### src/rtl/mult_sched_if.sv
// Requester-side bus of mult_sched: per-requester operands, grant/done handshake, product.
interface mult_sched_if #(
  parameter int unsigned WIDTH = 8
);
  logic [1:0]         req;
  logic [WIDTH-1:0]   opa0;
  logic [WIDTH-1:0]   opa1;
  logic [WIDTH-1:0]   opb0;
  logic [WIDTH-1:0]   opb1;
  logic [1:0]         gnt;
  logic [1:0]         done;
  logic [2*WIDTH-1:0] product;
  logic               busy;

  modport master (output req, opa0, opa1, opb0, opb1,
                  input  gnt, done, product, busy);
  modport slave  (input  req, opa0, opa1, opb0, opb1,
                  output gnt, done, product, busy);
endinterface

### src/rtl/mult_sched.sv
// Two-requester arbiter/sequencer for a shared add-shift signed multiplier datapath.
// Optional feature: define MULT_SCHED_ZERO_SKIP_EN to short-cut operations with a zero operand.
module mult_sched #(
  parameter int unsigned WIDTH = 8
) (
  input  logic                 Clk,
  input  logic                 Reset_n,
  mult_sched_if.slave          bus,
  output logic [WIDTH-1:0]     dp_S,
  output logic [WIDTH-1:0]     dp_B,
  output logic                 Clr_Ld,
  output logic                 Add,
  output logic                 Fn,
  output logic                 Shift_En,
  input  logic                 M,
  input  logic [2*WIDTH-1:0]   dp_prod
);
  localparam int unsigned PW = 2 * WIDTH;
  localparam int unsigned CW = (WIDTH > 1) ? $clog2(WIDTH) : 1;
  localparam logic [CW-1:0] LAST = CW'(WIDTH - 1);

  typedef enum logic [2:0] {IDLE, LOAD, ADD, SHIFT, DONE} state_t;

  state_t            state_q, state_d;
  logic [CW-1:0]     cnt_q, cnt_d;
  logic              last_q, last_d;
  logic [1:0]        gnt_q, gnt_d;
  logic [1:0]        done_q, done_d;
  logic [PW-1:0]     prod_q, prod_d;
  logic              busy_q, busy_d;
  logic [WIDTH-1:0]  s_q, s_d;
  logic [WIDTH-1:0]  b_q, b_d;
  logic              clr_q, clr_d;
  logic              add_q, add_d;
  logic              fn_q, fn_d;
  logic              shf_q, shf_d;
  logic              skip_q, skip_d;
  logic              win;
  logic [PW-1:0]     prod_now;

  // Product source during DONE: the datapath's final {A,B}, or zero for a skipped operation
  assign prod_now = skip_q ? '0 : dp_prod;

  always_ff @(posedge Clk or negedge Reset_n) begin
    if (!Reset_n) begin
      state_q <= IDLE;
      cnt_q   <= '0;
      last_q  <= 1'b1;
      gnt_q   <= '0;
      done_q  <= '0;
      prod_q  <= '0;
      busy_q  <= 1'b0;
      s_q     <= '0;
      b_q     <= '0;
      clr_q   <= 1'b0;
      add_q   <= 1'b0;
      fn_q    <= 1'b0;
      shf_q   <= 1'b0;
      skip_q  <= 1'b0;
    end else begin
      state_q <= state_d;
      cnt_q   <= cnt_d;
      last_q  <= last_d;
      gnt_q   <= gnt_d;
      done_q  <= done_d;
      prod_q  <= prod_d;
      busy_q  <= busy_d;
      s_q     <= s_d;
      b_q     <= b_d;
      clr_q   <= clr_d;
      add_q   <= add_d;
      fn_q    <= fn_d;
      shf_q   <= shf_d;
      skip_q  <= skip_d;
    end
  end

  // Next state plus next values of the registered strobes for the state being entered
  always_comb begin
    state_d = state_q;
    cnt_d   = cnt_q;
    last_d  = last_q;
    gnt_d   = gnt_q;
    done_d  = '0;
    prod_d  = prod_q;
    busy_d  = 1'b0;
    s_d     = s_q;
    b_d     = b_q;
    clr_d   = 1'b0;
    add_d   = 1'b0;
    fn_d    = 1'b0;
    shf_d   = 1'b0;
    skip_d  = skip_q;
    win     = 1'b0;

    case (state_q)
      IDLE: begin
        if (|bus.req) begin
          win     = (bus.req == 2'b11) ? ~last_q : bus.req[1];
          s_d     = win ? bus.opa1 : bus.opa0;
          b_d     = win ? bus.opb1 : bus.opb0;
          gnt_d   = win ? 2'b10 : 2'b01;
          skip_d  = 1'b0;
          clr_d   = 1'b1;
          state_d = LOAD;
        end
      end
      LOAD: begin
        cnt_d   = '0;
        add_d   = 1'b1;
        fn_d    = (cnt_d == LAST);
        state_d = ADD;
`ifdef MULT_SCHED_ZERO_SKIP_EN
        if ((s_q == '0) || (b_q == '0)) begin
          add_d   = 1'b0;
          fn_d    = 1'b0;
          skip_d  = 1'b1;
          done_d  = gnt_q;
          state_d = DONE;
        end
`endif
      end
      ADD: begin
        shf_d   = 1'b1;
        state_d = SHIFT;
      end
      SHIFT: begin
        if (cnt_q == LAST) begin
          done_d  = gnt_q;
          state_d = DONE;
        end else begin
          cnt_d   = cnt_q + CW'(1);
          add_d   = 1'b1;
          fn_d    = (cnt_d == LAST);
          state_d = ADD;
        end
      end
      DONE: begin
        prod_d  = prod_now;
        last_d  = gnt_q[1];
        gnt_d   = '0;
        state_d = IDLE;
      end
      default: state_d = IDLE;
    endcase

    busy_d = (state_d != IDLE);
  end

  // Add follows the live multiplier bit M while in ADD; everything else is a flop output
  assign Add         = add_q & M;
  assign Fn          = fn_q;
  assign Clr_Ld      = clr_q;
  assign Shift_En    = shf_q;
  assign dp_S        = s_q;
  assign dp_B        = b_q;
  assign bus.gnt     = gnt_q;
  assign bus.done    = done_q;
  assign bus.busy    = busy_q;
  assign bus.product = (state_q == DONE) ? prod_now : prod_q;
endmodule

### src/flat_wrapper.sv
// flat-port wrapper written by rule: the top's interface ports become plain ports
module mult_sched_flat 
#(
  parameter int unsigned WIDTH = 8
)
  (Clk, Reset_n, dp_S, dp_B, Clr_Ld, Add, Fn, Shift_En, M, dp_prod, bus_req, bus_opa0, bus_opa1, bus_opb0, bus_opb1, bus_gnt, bus_done, bus_product, bus_busy);
  mult_sched_if #(.WIDTH(WIDTH)) bus_i ();
  input  logic Clk;
  input  logic Reset_n;
  output logic [WIDTH-1:0] dp_S;
  output logic [WIDTH-1:0] dp_B;
  output logic Clr_Ld;
  output logic Add;
  output logic Fn;
  output logic Shift_En;
  input  logic M;
  input  logic [2*WIDTH-1:0] dp_prod;
  input wire logic [$bits(bus_i.req)-1:0] bus_req;
  input wire logic [$bits(bus_i.opa0)-1:0] bus_opa0;
  input wire logic [$bits(bus_i.opa1)-1:0] bus_opa1;
  input wire logic [$bits(bus_i.opb0)-1:0] bus_opb0;
  input wire logic [$bits(bus_i.opb1)-1:0] bus_opb1;
  output wire logic [$bits(bus_i.gnt)-1:0] bus_gnt;
  output wire logic [$bits(bus_i.done)-1:0] bus_done;
  output wire logic [$bits(bus_i.product)-1:0] bus_product;
  output wire logic [$bits(bus_i.busy)-1:0] bus_busy;
  assign bus_i.req = bus_req;
  assign bus_i.opa0 = bus_opa0;
  assign bus_i.opa1 = bus_opa1;
  assign bus_i.opb0 = bus_opb0;
  assign bus_i.opb1 = bus_opb1;
  assign bus_gnt = bus_i.gnt;
  assign bus_done = bus_i.done;
  assign bus_product = bus_i.product;
  assign bus_busy = bus_i.busy;
  mult_sched #(.WIDTH(WIDTH)) u_core (.Clk(Clk), .Reset_n(Reset_n), .bus(bus_i), .dp_S(dp_S), .dp_B(dp_B), .Clr_Ld(Clr_Ld), .Add(Add), .Fn(Fn), .Shift_En(Shift_En), .M(M), .dp_prod(dp_prod));
endmodule
### config.mk
export PLATFORM = sky130hd
export DESIGN_NAME = mult_sched_flat
export DESIGN_NICKNAME = d
export VERILOG_FILES = /design/src/rtl/mult_sched_if.sv /design/src/rtl/mult_sched.sv /design/src/flat_wrapper.sv
export SDC_FILE = /design/constraint.sdc
export NUM_CORES = 1
export LEC_CHECK = 0
export BUFFER_PORTS_ARGS = -buffer_cell sky130_fd_sc_hd__buf_2
export CORE_ASPECT_RATIO = 0.75
export CORE_MARGIN = 4
export CORE_UTILIZATION = 48
export CTS_BUF_LIST = sky130_fd_sc_hd__clkbuf_8
export CTS_CLUSTER_SIZE = 30
export DETAILED_ROUTE_END_ITERATION = 6
export PLACE_DENSITY = 0.83
export SYNTH_ARGS = -nofsm -noshare
export SYNTH_HDL_FRONTEND = slang
export SYNTH_SLANG_ARGS = --single-unit
### constraint.sdc
create_clock -name Clk -period 2.12 [get_ports Clk]
set_input_delay 0.424 -clock Clk [delete_from_list [all_inputs] [get_ports Clk]]
set_output_delay 0.424 -clock Clk [all_outputs]
set_load 0.03 [all_outputs]
Yosys cells after proc, flatten, opt, wreduce, memory -nomap -nowiden

Cells that the tools add are included.

Output and inout port bits: 41
Logic and storage cells: 54
Bits of input ports: 53
Register bits after elaboration: 48

Reductions and logical operators: 8
Muxes and demuxes: 21
Bitwise logic cells: 2
Eq/ne operators: 9
Add/subtract/negate cells: 1

Operators by type and width:

| kind                | number |
|---|---|
| $mux 16             | 1 |
| $mux 8              | 2 |
| $pmux 3 s4          | 1 |
| $eq 3x3->1 const B  | 3 |
| $mux 3              | 3 |
| $mux 2              | 4 |
| $mux 1              | 7 |
| $eq 3x2->1 const B  | 2 |
| $pmux 3 s2          | 1 |
| $reduce_and 2->1    | 3 |
| $pmux 2 s2          | 1 |
| $reduce_bool 2->1   | 2 |
| $add 3x1->3 const B | 1 |
| $eq 3x1->1 const B  | 1 |
| $logic_not 3->1     | 1 |
| $reduce_bool 3->1   | 1 |
| $eq 2x2->1 const B  | 1 |
| $ne 2x1->1 const B  | 1 |
| $ne 2x2->1 const B  | 1 |
| $pmux 1 s2          | 1 |
| $reduce_or 2->1     | 1 |
| $and 1x1->1         | 1 |
| $not 1->1           | 1 |

Longest topological paths before layout

Depth in word-level cells: 5
Depth in mapped cells: 6
Gate-level depth less buffers: 5

Worst setup path after synthesis

OpenSTA, ideal clock, no wires.

Kind: register to output
Start: register u_core.state_q[1]
End: output port bus_product[10]
Stages on the path, launching flop included: 7
Buffers on the path: 3
Required time: 1,696 ps
Arrival time: 1,401 ps
Slack: 295 ps
Cells stage by stage: dfrtp_1 -> buf_4 -> nor2_2 -> and2_2 -> buf_6 -> buf_6 -> mux2_4

Longest elaborated chain between the ends: 2

Ends and longest elaborated chain:

| element                | line               | text |
|---|---|---|
| from (decl)            | mult_sched.sv:24   | `state_t state_q, state_d;` |
| from (signal assigned) | mult_sched.sv:61   | `state_q <= state_d;` |
| $eq 3x3->1             | mult_sched.sv:160  | `assign bus.product = (state_q == DONE) ? prod_now : prod_q;` |
| $mux 16                | mult_sched.sv:160  |  |
| to (decl)              | flat_wrapper.sv:25 | `output wire logic [$bits(bus_i.product)-1:0] bus_product;` |

No other way between the ends.

Worst setup path in the final report

Start: register u_core.state_q[0]
End: output port bus_product[13]

The elaborated chain is that of the path after synthesis.

==> summary.md <==
| Metric | Value |
|---|---|
| Status | `finished clean` |
| Buffers on Ports | `93` |
| P_leak | `0.00152 µW` |
| Tightest Hold Check Type | `in -> async` |
| Via count | `1,441` |
| Routed length per instance | `15.8 µm` |
| Synth top cells by count | `dfrtp_1 (47), mux2_2 (33), mux2_4 (17)` |
| Total global-route track usage | `17.1%` |
| Initial core utilization | `50.9%` |
| Worst Setup End Kind | `output port` |
| Hold Fails Final Rpt | `0` |
| Tcrit/Tclk final | `98.2%` |
| Antenna violations before repair | `0` |
| DR pass1 iterations | `4` |
| Rel. slew slack | `69.8%` |
| Syn avg cell area | `15.7 µm²` |
| Simple logic cell fraction of the synthesized area | `6.21%` |
| Placed insts | `285` |
| H-tree depth | `2` |
| Sequential area share after synthesis | `56.8%` |
| Fraction of layout cells with a size suffix above 1 | `69.4%` |
| Post-layout util | `71.0%` |
| Maximum fanout along the worst path | `4` |
| Finished Layout Cells | `297` |
| Fmax | `480 MHz` |
| Synth Flop Type | `dfrtp_1` |
| Largest cells by area after synthesis | `dfrtp_1 (56%), mux2_2 (18%), mux2_4 (12%), ha_1 (1.8%), dfstp_2 (1.2%)` |
| Crit Path Category | `reg -> out` |
| CTS max path bufs | `2` |
| Worst EP required | `1.70 ns` |
| VDD IR max | `0.000591 V` |
| Seq cells post-synth | `48` |
| Worst EP arrival | `1.66 ns` |
| Area Overhead vs Synth | `39.3%` |
| Clk root buf | `clkbuf_8` |
| Die Span Y | `65.5 µm` |
| Die width | `84.7 µm` |
| RR Endpoint | `u_core.dp_S[2]$_DFFE_PN0P_` |
| Hold_buf cts | `0` |
| Final worst slack | `0.0386 ns` |
| Minimum clock period | `2.08 ns` |
| Max cap viols | `0` |
| FF-to-FF setup slack | `0.54 ns` |
| Via density | `4.85` |
| EDFF count, synth | `0` |
| Total Routed Length | `4690 µm` |
| Detail Placement HPWL | `3320 µm` |
| Starting DRT DRC Count | `28` |
| Post-synthesis net count | `191` |
| Slew Limit Fails | `0` |
| Mapped Cells | `135` |
| Worst R2R Start | `u_core.state_q[2]$_DFF_PN0_` |
| Largest area contributor in the netlist | `dfrtp_1` |
| FFs w/ async S/R, synth | `100%` |
| Final Instance Area | `2950 µm²` |
| Yosys cell types | `29` |
| Worst reg2reg path depth | `4` |
| Mux share of post-synthesis cell area | `29.6%` |
| GPL Wtd Cong | `0.673` |
| Post-route total power | `3500 µW` |
| Finish-stage setup viols | `0` |
| Antenna diodes | `0` |
| Pin count of the biggest net entering global routing | `49` |
| Synth top area share | `55.6%` |
| Core area | `4150 µm²` |
| Total Die Area | `5540 µm²` |
| DRC Markers | `0` |
| Largest family of logic cells by synthesized area | `multiplexers` |
| Worst Skew | `0.00631 ns` |
| IO Pins | `94` |
| Filler instances | `282` |
| Antenna viol nets, final | `0` |
| Cell Area, Placed | `2680 µm²` |
| Synth Area in XOR/XNOR | `0%` |
| TritonCTS Buffers | `5` |
| Critical Path Start Type | `flop` |
| Worst-path clk slew | `0.08 ns` |
| Vias in the first global route | `1,598` |
| NumNets Final | `297` |
| Adder-cell share of the synthesized area | `1.77%` |
| Post-synthesis compound-gate area fraction | `2.66%` |
| GR Overflow Total | `0` |
| CTS Sinks | `48` |
| Rows | `20` |
| TritonCTS clock tree | `done` |
| Mapped Area | `2120 µm²` |
| RSZ-0062 raised after global routing | `true` |
| Global-route wire length before repair | `7430 µm` |
| Worst-Skew Late Latency | `0.30 ns` |
| Tightest Pin Transition | `0.451 ns` |
| PwrDens | `1190 nW/µm²` |
| Synth Warn # | `0` |
| Most common cell in the netlist | `dfrtp_1` |
| Place WS | `0.261 ns` |
-- worst max path at each step --
stage               cells past startpoint               to                         from  slack [ns]
floorplan                               6  bus_product[10]  u_core.state_q[1]$_DFF_PN0_        0.29
global placement                        5   bus_product[2]  u_core.state_q[0]$_DFF_PN0_        0.30
detailed placement                      5   bus_product[2]  u_core.state_q[0]$_DFF_PN0_        0.26
CTS                                     5   bus_product[0]  u_core.state_q[1]$_DFF_PN0_       0.003
global route                            5   bus_product[0]  u_core.state_q[0]$_DFF_PN0_       -0.02
finish                                  5  bus_product[13]  u_core.state_q[0]$_DFF_PN0_        0.04
-- registers in the layout, summed over array words and instances, names as in the netlist --
signal / count
u_core.Fn: 1
u_core.bus.done: 2
u_core.prod_q: 16
u_core.Shift_En: 1
u_core.state_q: 3
u_core.Clr_Ld: 1
u_core.cnt_q: 3
u_core.last_q: 1
u_core.bus.gnt: 2
u_core.dp_S: 8
u_core.add_q: 1
u_core.dp_B: 8
u_core.bus.busy: 1
-- cell families after synthesis --
kind of cell | after synthesis
DFF | 48
muxes | 50
AOI/OAI and AO/OA | 7
adders and majority gates | 3
and+or+nand+nor | 19
buffers and inverters | 8
-- through the flow --
stage	TNS, ns	hold slack (ns)
2_1_floorplan	0	0.128
3_3_place_gp	0	0.423
3_5_place_dp	0	0.427
6_report	0	0.100
5_1_grt	-0.0732	0.110
4_1_cts	0	0.106
-- per-layer routing --
metal	global-route usage, %	vias up	part of all wire [%]
met4	6.13	0	1.6
met2	30.7	45	51
met3	4.51	7	6.3
met1	20.0	704	41
met5	0	-	0
li1	-	685	-
-- power by group --
group          switching [µW]  leakage [µW]  internal, µW
clock                     283     0.0000486           260
combinational             916      0.000862           693
sequential                141      0.000610          1200
-- what timing repair did --
action | in CTS | in global routing
hold endpoints to repair | 0 | 0
setup buffers | 1 | 1
cloned | 1 | 1
pin swaps | 2 | 2
gates resized for setup | 17 | 27
setup endpoints to repair | 16 | 8
-- layout make-up --
class                   instances  area [µm²]  share of cell area (%)
flip-flops and latches         48        1200                    40.8
clock buffers                   6        82.6                    2.80
inverters                       3        11.3                   0.382
well taps                      55        68.8                    2.33
clock inverters                 2        11.3                   0.382
repair buffers                104         711                    24.1
multi-input cells              79         861                    29.2
-- worst max-delay path, cell delays in order, from the launching register on --
cell and delay (ns):
dfrtp_1 0.39, nor2_2 0.13, and2_4 0.22, clkbuf_16 0.17, mux2_4 0.31, buf_6 0.14
-- cell usage in the layout (no fill, tap or decap) --
cell type	count
nor3b_1	1
buf_2	77
clkbuf_16	1
o211a_1	1
dfrtp_1	47
nand2_1	3
nand3b_1	1
and2_4	1
mux2_2	31
buf_4	7
nand2b_1	1
a21oi_1	2
o31ai_1	1
buf_6	16
dfstp_2	1
clkinvlp_4	1
and3b_1	1
or2_2	1
mux2_4	19
and2b_2	1
clkbuf_8	6
nor4_4	1
nor3_1	1
nor2_2	1
and2_1	3
inv_1	4
ha_1	3
a22o_1	2
buf_12	2
nor2_1	1
a21boi_2	1
and3_1	2
buf_16	1
(Power assumes the default switching activity.)
